<file path="src/rtl/cdb_arbiter.sv">
// Common data bus arbiter: one holding buffer per functional unit, round-robin
// grant among full buffers, one broadcast per cycle driven from registers only.
module cdb_arbiter #(
  parameter int NUM_REQ = 4,
  parameter int DATA_W  = 32,
  parameter int TAG_W   = 3,
  localparam int IDX_W  = (NUM_REQ > 1) ? $clog2(NUM_REQ) : 1
) (
  input  logic                      clk,
  input  logic                      rst,
  input  logic                      flush,
  input  logic [NUM_REQ-1:0]        req_valid,
  input  logic [NUM_REQ*DATA_W-1:0] req_data,
  input  logic [NUM_REQ*TAG_W-1:0]  req_tag,
  output logic [NUM_REQ-1:0]        req_ready,
  output logic                      cdb_valid,
  output logic [DATA_W-1:0]         cdb_data,
  output logic [TAG_W-1:0]          cdb_tag,
  output logic [IDX_W-1:0]          cdb_src
);

  logic [NUM_REQ-1:0] full_reg;
  logic [NUM_REQ-1:0] full_next;
  logic [DATA_W-1:0]  data_reg [NUM_REQ];
  logic [TAG_W-1:0]   tag_reg  [NUM_REQ];
  logic [IDX_W-1:0]   ptr_reg;
  logic [IDX_W-1:0]   ptr_next;

  logic [NUM_REQ-1:0] grant;
  logic [IDX_W-1:0]   grant_idx;
  logic               any_full;
  logic [NUM_REQ-1:0] load;
  logic [DATA_W-1:0]  in_data [NUM_REQ];
  logic [TAG_W-1:0]   in_tag  [NUM_REQ];

  assign any_full = |full_reg;

  // Round-robin search: first full buffer at or after ptr, wrapping to 0.
  always_comb begin
    logic found;
    logic [IDX_W-1:0] cand;
    int idx;
    found     = 1'b0;
    cand      = '0;
    idx       = 0;
    grant     = '0;
    grant_idx = '0;
    for (int k = 0; k < NUM_REQ; k++) begin
      idx = int'(ptr_reg) + k;
      if (idx >= NUM_REQ) idx = idx - NUM_REQ;
      cand = IDX_W'(idx);
      if (!found && full_reg[cand]) begin
        found     = 1'b1;
        grant_idx = cand;
      end
    end
    grant[grant_idx] = found;
  end

  // Per-requester handshake: a buffer accepts when empty or when it is being
  // drained this cycle; nothing is accepted during reset or flush.
  for (genvar gi = 0; gi < NUM_REQ; gi++) begin : g_buf
    assign in_data[gi]   = req_data[gi*DATA_W +: DATA_W];
    assign in_tag[gi]    = req_tag[gi*TAG_W +: TAG_W];
    assign req_ready[gi] = !rst && !flush && (!full_reg[gi] || (grant[gi] && any_full));
    assign load[gi]      = req_valid[gi] && req_ready[gi];
    // A reload in the grant cycle keeps the buffer full with the new entry.
    assign full_next[gi] = load[gi] || (full_reg[gi] && !grant[gi]);
  end

  // Pointer advances past the granted index only when a broadcast happens.
  always_comb begin
    ptr_next = ptr_reg;
    if (any_full) begin
      if (grant_idx == IDX_W'(NUM_REQ - 1)) ptr_next = '0;
      else                                  ptr_next = grant_idx + 1'b1;
    end
  end

  // Control state: reset beats flush; flush empties buffers but keeps ptr.
  always_ff @(posedge clk) begin
    if (rst) begin
      full_reg <= '0;
      ptr_reg  <= '0;
    end else if (flush) begin
      full_reg <= '0;
    end else begin
      full_reg <= full_next;
      ptr_reg  <= ptr_next;
    end
  end

  // Payload storage; contents are only observed while the full bit is set.
  always_ff @(posedge clk) begin
    for (int i = 0; i < NUM_REQ; i++) begin
      if (load[i]) begin
        data_reg[i] <= in_data[i];
        tag_reg[i]  <= in_tag[i];
      end
    end
  end

  // Broadcast outputs come from registers only and are zeroed when idle.
  always_comb begin
    cdb_valid = any_full;
    cdb_data  = '0;
    cdb_tag   = '0;
    cdb_src   = '0;
    if (any_full) begin
      cdb_data = data_reg[grant_idx];
      cdb_tag  = tag_reg[grant_idx];
      cdb_src  = grant_idx;
    end
  end

endmodule

</file>
<file path="config.mk">
export PLATFORM = sky130hd
export DESIGN_NAME = cdb_arbiter
export DESIGN_NICKNAME = d
export VERILOG_FILES = /design/src/rtl/cdb_arbiter.sv
export SDC_FILE = /design/constraint.sdc
export NUM_CORES = 1
export LEC_CHECK = 0
export BUFFER_PORTS_ARGS = -buffer_cell sky130_fd_sc_hd__buf_4
export CAP_MARGIN = 20
export CORE_ASPECT_RATIO = 1.4
export CORE_UTILIZATION = 45
export DETAILED_ROUTE_END_ITERATION = 16
export HOLD_SLACK_MARGIN = 0.08
export PLACE_DENSITY = 0.73
export SLEW_MARGIN = 5
export SYNTH_ARGS = -nofsm -noshare
export SYNTH_HDL_FRONTEND = slang
export SYNTH_SLANG_ARGS = --single-unit
</file>
<file path="constraint.sdc">
create_clock -name clk -period 4 [get_ports clk]
set_input_delay 0.8 -clock clk [delete_from_list [all_inputs] [get_ports clk]]
set_output_delay 0.8 -clock clk [all_outputs]
set_load 0.02 [all_outputs]
</file>
==> results of run 1 <==
## final cells by class
| cell class | instances | area share |
|---|---|---|
| Inverter | 7 | 0.00350 |
| Tap cell | 147 | 0.0234 |
| Clock inverter | 13 | 0.0265 |
| Sequential cell | 146 | 0.549 |
| Clock buffer | 17 | 0.0540 |
| Timing Repair Buffer | 196 | 0.195 |
| Multi-Input combinational cell | 142 | 0.148 |
## tightest hold or removal path, delay by kind of cell (launching register included)
kind / cells / cell delay (ns)
simple gates: 1 / 0.10
flops: 1 / 0.32
compound gates: 1 / 0.05
## placed cells by master (no fill, tap or decap)
cell	count
nand2_1	2
o21ai_1	4
inv_2	2
and2_1	4
clkinv_2	2
dfxtp_1	6
inv_1	4
clkinv_4	1
inv_6	3
a211oi_2	1
a21oi_1	7
buf_12	5
a211o_4	1
mux2i_1	70
and3_2	4
clkinvlp_4	2
buf_4	191
bufinv_16	5
clkbuf_16	17
nand2b_1	2
a21o_1	1
nor2b_1	2
xnor2_1	1
nor2_1	5
o32ai_4	1
o22ai_1	35
a211oi_1	1
edfxtp_1	140
clkinv_1	1
or2_2	1
## logic make-up (layout without fill, tap and decap cells)
kind of cell	count (synthesis)	count (layout)
AOI/OAI and AO/OA	51	51
xor gates and xnor gates	1	1
buffers and inverters	22	233
DFF	146	146
muxes	70	70
and+or+nand+nor	20	20
## routing by layer
layer,track usage,wire length [um]
met2,0.381,7140
met3,0.0550,778
met1,0.213,4500
met5,0,0
met4,0.0923,329
## per-stage QoR
stage | hold WS [ns] | utilization | total power, W | setup WS [ns]
after floorplan | 0.481 | - | 0.00205 | 1.43
after global placement | 0.503 | 0.603 | 0.00229 | 1.14
after detailed placement | 0.504 | 0.603 | 0.00230 | 1.07
after CTS | 0.516 | 0.656 | 0.00400 | 0.608
after global routing | 0.546 | 0.656 | 0.00408 | 0.467
final | 0.512 | 0.656 | 0.00396 | 0.652
## final timing paths
check | end | from | cells past startpoint
worst min-delay path | ptr_reg[0] | ptr_reg[0] | 2
worst min register to register | ptr_reg[0] | ptr_reg[0] | 2
worst max register to register | tag_reg[1][2] | ptr_reg[1] | 7
worst max-delay path | cdb_tag[1] | full_reg[2] | 7
## power groups by stage
stage | combinational, W | sequential, W | clock, W
floorplan | 0.000272 | 0.00177 | 0
global placement | 0.000518 | 0.00178 | 0
detailed placement | 0.000526 | 0.00178 | 0
CTS | 0.000530 | 0.00175 | 0.00172
global route | 0.000558 | 0.00175 | 0.00178
finish | 0.000524 | 0.00175 | 0.00169
## synthesized netlist by cell type (all sizes together)
cell      n  area [um2]
a211o     1        8.76
and2      4        25.0
a211oi    2        20.0
nand2     2        7.51
nor2      5        18.8
nand2b    2        12.5
a21o      1        7.51
inv       6        22.5
o32ai     1        16.3
buf       9        91.3
clkinv    1        5.00
dfxtp     6         120
o21ai     4        20.0
mux2i    70         701
a21oi     7        35.0
nor2b     2        12.5
o22ai    35         219
and3      4        25.0
or2       1        6.26
xnor2     1        8.76
clkbuf    6        22.5
edfxtp  140        4200
==> flow_metrics.py, run 1 <==
metrics = {
    "clock_tree": {
        "cts-root-buf": "clkbuf_16",
        "h-tree-depth": 4,
        "cts.clk_slew.worst_paths_ns": 0.06,
        "clk_path_buf_depth": 2,
        "cts_sinks": 146,
        "post_cts_resized": 0,
        "cts_buffers": 17,
        "cts_tree": "yes",
        "clk_latency_ns": 0.40,
        "ctsHoldBuffers": 0,
        "post_cts_buffers": 0,
    },
    "global_route": {
        "grt_pass1_vias": 3771,
        "grt_pass1_wl_um": 19000,
        "antenna_found_initial": 0,
        "grt_max_degree": 39,
        "grt_usage": 0.207,
        "grt_overflow": 0,
    },
    "timing": {
        "setup_tns_ns": 0,
        "tightest_slew_ns": 0.620,
        "grt_setup_unrepaired": "false",
        "finalSetupViolations": 0,
        "fin_crit_ns": 3.35,
        "fin_skew_ns": 0.00443,
        "hold_viol": 0,
        "fmax_mhz": 299,
        "fin_crit_sh": 0.837,
        "relSlewSlack": 0.586,
        "maxSlewViolCount": 0,
    },
    "place": {
        "place_hpwl_um": 8900,
        "gp_congestion": 0.780,
        "dp.cells": 638,
        "placed_area_um2": 7240,
        "io_buffers": 188,
    },
    "setup_path": {
        "cpMostUsedCell": "buf_4",
        "arrival_ns": 2.55,
        "cp_top_family": "compound AO/OA/AOI/OAI gates",
        "end_kind": "primary output",
        "crit_slowest_cell": "a211o_4",
        "cp-start-kind": "register",
        "crit_path_max_incr_delay_ns": 0.41,
        "required_ns": 3.20,
        "timing.critical_path.fanout_max": 27,
        "crit_chain": "nor2b_1 -> a21o_1 -> a211o_4 -> buf_4 -> mux2i_1 -> o22ai_1 -> buf_4",
        "critPathKind": "reg2out",
        "worst-path-buf-inv": 2,
        "reg2reg_setup_slack_ns": 1.18,
    },
    "route": {
        "via_count": 3467,
        "drt_iter0_drc": 96,
        "remaining_drc_errors": 0,
        "ant_nets": 0,
        "finalWirelength_um": 12700,
        "wl_per_cell_um": 19.1,
        "vias_per_cell": 5.19,
        "drt-pass1-iter-count": 4,
    },
    "synthesis": {
        "synth_area_per_cell_um2": 18.1,
        "yosys.area_share.simple": 0.0192,
        "syn-num-nets": 457,
        "synthDistinctLibCells": 26,
        "ys_ff_latch": 146,
        "synth-xor-area-share": 0.00156,
        "synthAdderAreaFrac": 0,
        "ys_warn_count": 0,
        "yosysSeqAreaShare": 0.771,
        "synth-compound-area-share": 0.0582,
        "synthesis.area_um2": 5610,
        "synth.area.mux_share": 0.125,
        "syn_inst": 310,
        "synth_top_family_by_area": "multiplexers",
    },
    "floorplan": {
        "initial_core_util": 0.468,
        "row_count": 47,
        "io_pins": 189,
        "coreArea_um2": 12000,
        "die_x_um": 96.4,
        "die_area_um2": 12900,
        "die_y_um": 134,
    },
    "layout": {
        "drive_gt1_frac": 0.453,
        "multi_input_area_um2": 1170,
        "stdcell_count": 668,
        "seqCellArea_um2": 4320,
        "fin_nets": 657,
        "final_cell_area_um2": 7870,
        "largest_reg_flops": 128,
        "area_growth_pct": 40.4,
        "num-fill-cells": 858,
        "diodes": 0,
    },
    "pwr": {
        "switching_share": 0.220,
        "pwr-share-clk": 0.427,
        "p_switching_w": 0.000870,
        "ir_drop_uv": 329,
        "p_int_w": 0.00309,
        "p_leak_nw": 3.37,
        "pwr-share-seq": 0.441,
        "power.density_nw_per_um2": 503,
        "comb_power_share": 0.132,
    },
    "min_path": {
        "min_path_type": "reg2reg",
    },
    "status": {
        "outcome": "complete, no violations",
    },
    "run": {
        "maxCapViolations": 0,
    },
}
No activity file was read; power rests on OpenSTA's default activity.
==> run 2: changes to the inputs <==
==> constraint.sdc (replaced) <==
create_clock -name clk -period 3.1 [get_ports clk]
set_input_delay 0.62 -clock clk [delete_from_list [all_inputs] [get_ports clk]]
set_output_delay 0.62 -clock clk [all_outputs]
set_load 0.02 [all_outputs]
==> flow_metrics.py, run 2 (same netlist as run 1, synthesis figures left out) <==
metrics = {
    "min_path": {
        "hold_path_end": "data_reg[1][24]",
        "min_path_type": "in2reg",
        "hp-start": "req_data[56]",
        "hold_depth": 1,
    },
    "timing": {
        "finalSetupViolations": 0,
        "setup_tns_ns": 0,
        "fin_skew_ns": 0.0105,
        "hold_viol": 0,
        "fin_crit_ns": 2.92,
        "relSlewSlack": 0.762,
        "tightest_slew_ns": 0.357,
        "grt_setup_unrepaired": "false",
        "maxSlewViolCount": 0,
        "setup_slack_ns": 0.181,
        "fin_crit_sh": 0.942,
        "fmax_mhz": 343,
    },
    "layout": {
        "num-fill-cells": 855,
        "largest_reg_flops": 128,
        "multi_input_area_um2": 1170,
        "final_cell_mix": "196 x buf_4, 140 x edfxtp_1, 70 x mux2i_1, 35 x o22ai_1, 17 x clkbuf_16",
        "fin_nets": 661,
        "final_cell_area_um2": 7820,
        "drive_gt1_frac": 0.460,
        "diodes": 0,
        "area_growth_pct": 39.4,
        "final_common_cell": "buf_4",
        "seqCellArea_um2": 4320,
    },
    "route": {
        "finalWirelength_um": 13000,
        "vias_per_cell": 5.24,
        "ant_nets": 0,
        "drt-pass1-iter-count": 4,
        "wl_per_cell_um": 19.3,
        "remaining_drc_errors": 0,
        "drt_iter0_drc": 106,
        "via_count": 3525,
    },
    "clock_tree": {
        "ctsHoldBuffers": 0,
        "cts_tree": "yes",
        "cts-root-buf": "clkbuf_16",
        "cts_buffers": 17,
        "cts_sinks": 146,
        "clk_path_buf_depth": 2,
        "h-tree-depth": 4,
        "clk_latency_ns": 0.40,
        "cts.clk_slew.worst_paths_ns": 0.06,
    },
    "pwr": {
        "power.total_w": 0.00487,
        "power.density_nw_per_um2": 622,
        "ir_drop_uv": 438,
        "p_leak_nw": 3.36,
    },
    "setup_path": {
        "arrival_ns": 2.30,
        "r2r-end": "data_reg[2][4]",
        "reg2reg_setup_slack_ns": 0.66,
        "cp_top_family": "buffers and inverters",
        "timing.critical_path.fanout_max": 36,
        "worst-path-buf-inv": 3,
        "crit_path_max_incr_delay_ns": 0.39,
        "critPathKind": "reg2out",
        "r2r_cells": 8,
        "crit_slowest_cell": "dfxtp_1",
        "crit_chain": "nor2b_2 -> a21o_1 -> a211o_4 -> buf_12 -> clkinv_2 -> o21ai_1 -> and2_1 -> buf_4",
        "required_ns": 2.48,
        "r2r-start": "full_reg[2]",
        "cp-start-kind": "register",
        "end_kind": "primary output",
    },
    "global_route": {
        "grt_max_degree": 37,
        "grt_overflow": 0,
        "grt_pass1_vias": 3980,
        "grt_usage": 0.212,
        "grt_pass1_wl_um": 19500,
        "antenna_found_initial": 0,
    },
    "floorplan": {
        "die_y_um": 134,
        "io_pins": 189,
        "die_x_um": 96.4,
        "row_count": 47,
        "coreArea_um2": 12000,
        "initial_core_util": 0.468,
        "die_area_um2": 12900,
    },
    "place": {
        "gp_congestion": 0.766,
        "place_hpwl_um": 8850,
        "placed_area_um2": 7240,
        "place_ws_ns": 0.451,
        "io_buffers": 188,
    },
    "run": {
        "maxCapViolations": 0,
    },
    "status": {
        "outcome": "complete, no violations",
    },
}
[run 2: cell types whose count changed in the layout (fill, tap and decap cells not counted), moves of 2 or more]
cell,previous run,this run
bufinv_16,5,2
clkinv_4,1,3
inv_6,3,1
buf_12,5,3
clkinv_2,2,5
buf_4,191,196
[run 2: how the worst max path moves through the flow]
stage / from / endpoint / slack [ns] / cells after the start
finish: full_reg[2] / req_ready[2] / 0.18 / 8
global route: full_reg[2] / req_ready[2] / 0.03 / 8
CTS: full_reg[2] / cdb_data[4] / 0.1 / 7
detailed placement: full_reg[2] / cdb_data[19] / 0.45 / 7
global placement: full_reg[2] / cdb_data[8] / 0.51 / 7
floorplan: full_reg[2] / data_reg[0][0] / 0.53 / 7
[run 2: stage by stage]
| stage | instances | utilization | hold WS [ns] |
|---|---|---|---|
| 6_report | 673 | 0.652 | 0.387 |
| 3_5_place_dp | 642 | 0.604 | 0.526 |
| 4_1_cts | 673 | 0.651 | 0.368 |
| 2_1_floorplan | 310 | - | 0.481 |
| 3_3_place_gp | 642 | 0.604 | 0.505 |
| 5_1_grt | 673 | 0.652 | 0.361 |
[run 2: per-layer routing]
layer,routed length [um],vias up,GRT usage
li1,-,1642,-
met1,4340,1712,0.204
met2,7440,148,0.398
met3,838,23,0.0595
met4,386,0,0.107
met5,0,-,0
[run 2: area by class of cell]
class / count / share of cell area
repair buffers: 200 / 0.198
flip-flops and latches: 146 / 0.553
clock buffers: 18 / 0.0549
well taps: 147 / 0.0235
multi-input cells: 142 / 0.150
clock inverters: 13 / 0.0176
inverters: 7 / 0.00352
[run 2: power breakdown]
group          switching, W  internal [W]  leakage (nW)
clock              0.000745       0.00118         0.272
combinational      0.000355      0.000334          1.75
sequential        0.0000210       0.00223          1.33
total               0.00112       0.00375          3.36
[run 2: timing repair]
action | CTS | global route
buffers inserted | 0 | 0
resized for setup | 1 | 3
endpoints found under the setup margin | 4 | 7
endpoints found under the hold margin | 0 | 0
==> run 3: changes to the inputs <==
--- a/config.mk
+++ b/config.mk
@@ -5,13 +5,14 @@
 export SDC_FILE = /design/constraint.sdc
 export NUM_CORES = 1
 export LEC_CHECK = 0
+export ABC_AREA = 1
 export BUFFER_PORTS_ARGS = -buffer_cell sky130_fd_sc_hd__buf_4
 export CAP_MARGIN = 20
 export CORE_ASPECT_RATIO = 1.4
 export CORE_UTILIZATION = 45
 export DETAILED_ROUTE_END_ITERATION = 16
 export HOLD_SLACK_MARGIN = 0.08
-export PLACE_DENSITY = 0.73
+export PLACE_DENSITY = 0.71
 export SLEW_MARGIN = 5
 export SYNTH_ARGS = -nofsm -noshare
 export SYNTH_HDL_FRONTEND = slang
==> flow_metrics.py, run 3 <==
metrics = {
    "floorplan": {
        "row_count": 50,
        "die_area_um2": 14400,
        "coreArea_um2": 13500,
        "die_x_um": 102,
        "io_pins": 189,
        "die_y_um": 141,
        "initial_core_util": 0.465,
    },
    "synthesis": {
        "synth.area.top_cells": "edfxtp_1 67%, nand2_1 15%, nand3_1 6.3%",
        "synth_area_per_cell_um2": 10.5,
        "ys_ff_latch": 146,
        "synthesis.area_um2": 6250,
        "synth_common_cells": "250 x nand2_1, 140 x edfxtp_1, 79 x nand3_1, 42 x a21oi_1",
        "synthDistinctLibCells": 22,
        "yosysSeqAreaShare": 0.691,
        "synth.most_common_cell": "nand2_1",
        "synth_edf_count": 140,
        "yosysTopAreaCell": "edfxtp_1",
        "ys_warn_count": 0,
        "synthArstFlopShare": 0,
        "yosys.area.top_type_share": 0.672,
        "synth_ff_type": "edfxtp_1",
        "syn_inst": 594,
        "syn-num-nets": 741,
    },
    "clock_tree": {
        "cts_sinks": 146,
        "cts-root-buf": "clkbuf_16",
        "clk_latency_ns": 0.43,
        "ctsHoldBuffers": 0,
        "cts_buffers": 17,
        "cts.clk_slew.worst_paths_ns": 0.06,
        "cts_tree": "yes",
        "h-tree-depth": 4,
        "clk_path_buf_depth": 2,
    },
    "place": {
        "io_buffers": 188,
        "place_ws_ns": 0.125,
        "placed_area_um2": 7920,
        "place_hpwl_um": 11700,
        "gp_congestion": 0.884,
    },
    "layout": {
        "final_common_cell": "nand2_1",
        "fin_nets": 954,
        "area_growth_pct": 49.4,
        "seqCellArea_um2": 4330,
        "final_cell_area_um2": 9340,
        "num-fill-cells": 944,
        "final_cell_mix": "211 x nand2_1, 188 x buf_4, 140 x edfxtp_1, 72 x nand3_1, 32 x nand2_2",
        "multi_input_area_um2": 2070,
        "drive_gt1_frac": 0.427,
        "largest_reg_flops": 128,
    },
    "route": {
        "remaining_drc_errors": 0,
        "finalWirelength_um": 19900,
        "via_count": 5356,
        "vias_per_cell": 5.34,
        "drt-pass1-iter-count": 8,
        "ant_nets": 0,
        "drt_iter0_drc": 254,
        "wl_per_cell_um": 19.8,
    },
    "timing": {
        "finalSetupViolations": 16,
        "relSlewSlack": 0.749,
        "fmax_mhz": 317,
        "holdWs_ns": 0.365,
        "grt_setup_unrepaired": "true",
        "fin_skew_ns": 0.00557,
        "fin_crit_sh": 1.02,
        "hold_viol": 0,
        "setup_slack_ns": -0.0565,
        "maxSlewViolCount": 0,
        "fin_crit_ns": 3.16,
        "tightest_slew_ns": 0.374,
    },
    "setup_path": {
        "required_ns": 2.48,
        "critPathKind": "reg2out",
        "timing.critical_path.fanout_max": 7,
        "cp-start-kind": "register",
        "cp-startpoint": "ptr_reg[0]",
        "end_kind": "primary output",
        "reg2reg_setup_slack_ns": 0.51,
        "r2r-start": "ptr_reg[0]",
        "arrival_ns": 2.54,
    },
    "global_route": {
        "grt_pass1_vias": 5154,
        "grt_max_degree": 48,
        "grt_usage": 0.249,
        "grt_overflow": 0,
        "grt_pass1_wl_um": 26000,
        "antenna_found_initial": 0,
    },
    "min_path": {
        "min_path_type": "in2reg",
        "hp-start": "req_data[78]",
    },
    "status": {
        "violations": "negative setup slack",
        "outcome": "complete, but fails checks",
    },
    "pwr": {
        "power.total_w": 0.00674,
        "ir_drop_uv": 459,
        "power.density_nw_per_um2": 721,
        "p_leak_nw": 3.99,
    },
    "run": {
        "maxCapViolations": 0,
    },
}
==> run 3: cell count changes after synthesis, sizes merged, moves of 13 or more <==
cell | previous run | this run
o22ai | 35 | 0
nand3 | 0 | 79
a21oi | 7 | 42
buf | 9 | 22
nand2 | 2 | 253
mux2i | 70 | 0
==> run 3: layer usage <==
| metal | track usage | part of all wire | routed length, um |
|---|---|---|---|
| met2 | 0.439 | 0.53 | 10500 |
| met3 | 0.0586 | 0.075 | 1500 |
| met1 | 0.268 | 0.34 | 6800 |
| met4 | 0.143 | 0.056 | 1120 |
| met5 | 0 | 0 | 0 |
==> run 3: cell type report <==
cell class,instances,area share
antenna,1,0.000268
clock buffer,20,0.0467
clock inverter,12,0.0175
inverter,20,0.00911
multi-input combinational,396,0.222
sequential,146,0.464
tap,182,0.0244
timing repair buffer,225,0.216
timing repair inverter,1,0.000670
==> run 3: path summary, 6_finish.rpt <==
path,depth (start not counted),end
setup / recovery,16,req_ready[1]
hold reg to reg,2,full_reg[0]
setup reg to reg,16,data_reg[1][1]
hold / removal,1,data_reg[2][14]
==> run 3: power breakdown <==
group,total [W],internal [W],leakage [nW],switching (W)
Combinational,0.00237,0.00100,2.37,0.00137
Clock,0.00210,0.00133,0.284,0.000769
Sequential,0.00227,0.00224,1.33,0.0000286
Total,0.00674,0.00457,3.99,0.00217
==> run 3: repair_timing <==
item | in CTS | in global routing
gates cloned | 1 | 14
setup endpoints to repair | 39 | 39
pin swaps | 1 | 38
setup buffers | 0 | 6
gates resized for setup | 11 | 133
==> run 3: kinds of logic (layout without fill, tap and decap cells) <==
family,Yosys count,count (layout),synth area share
compound gates,44,44,0.0352
buf+inv,53,278,0.0424
flops,146,146,0.691
other cells,0,1,0
simple gates,351,352,0.231
==> run 3: stage by stage <==
step | utilization | TNS, ns | std cells
final | 0.695 | -0.357 | 1003
after global routing | 0.695 | -4.93 | 1002
after CTS | 0.638 | -0.0409 | 982
after detailed placement | 0.589 | 0 | 949
after global placement | 0.589 | 0 | 949
after floorplan | - | 0 | 594
==> run 3: critical path, cell delays in order, from the launching register on <==
cell	delay (ns)
dfxtp_4	0.43
inv_4	0.06
nand2_1	0.11
nand2_2	0.09
nand2_2	0.09
nand2_2	0.08
nor2_4	0.15
nand3_4	0.12
nand2_8	0.16
nand2_8	0.09
buf_12	0.16
inv_4	0.07
nand2_2	0.07
nand2_2	0.10
inv_2	0.05
nor2_1	0.10
buf_4	0.17
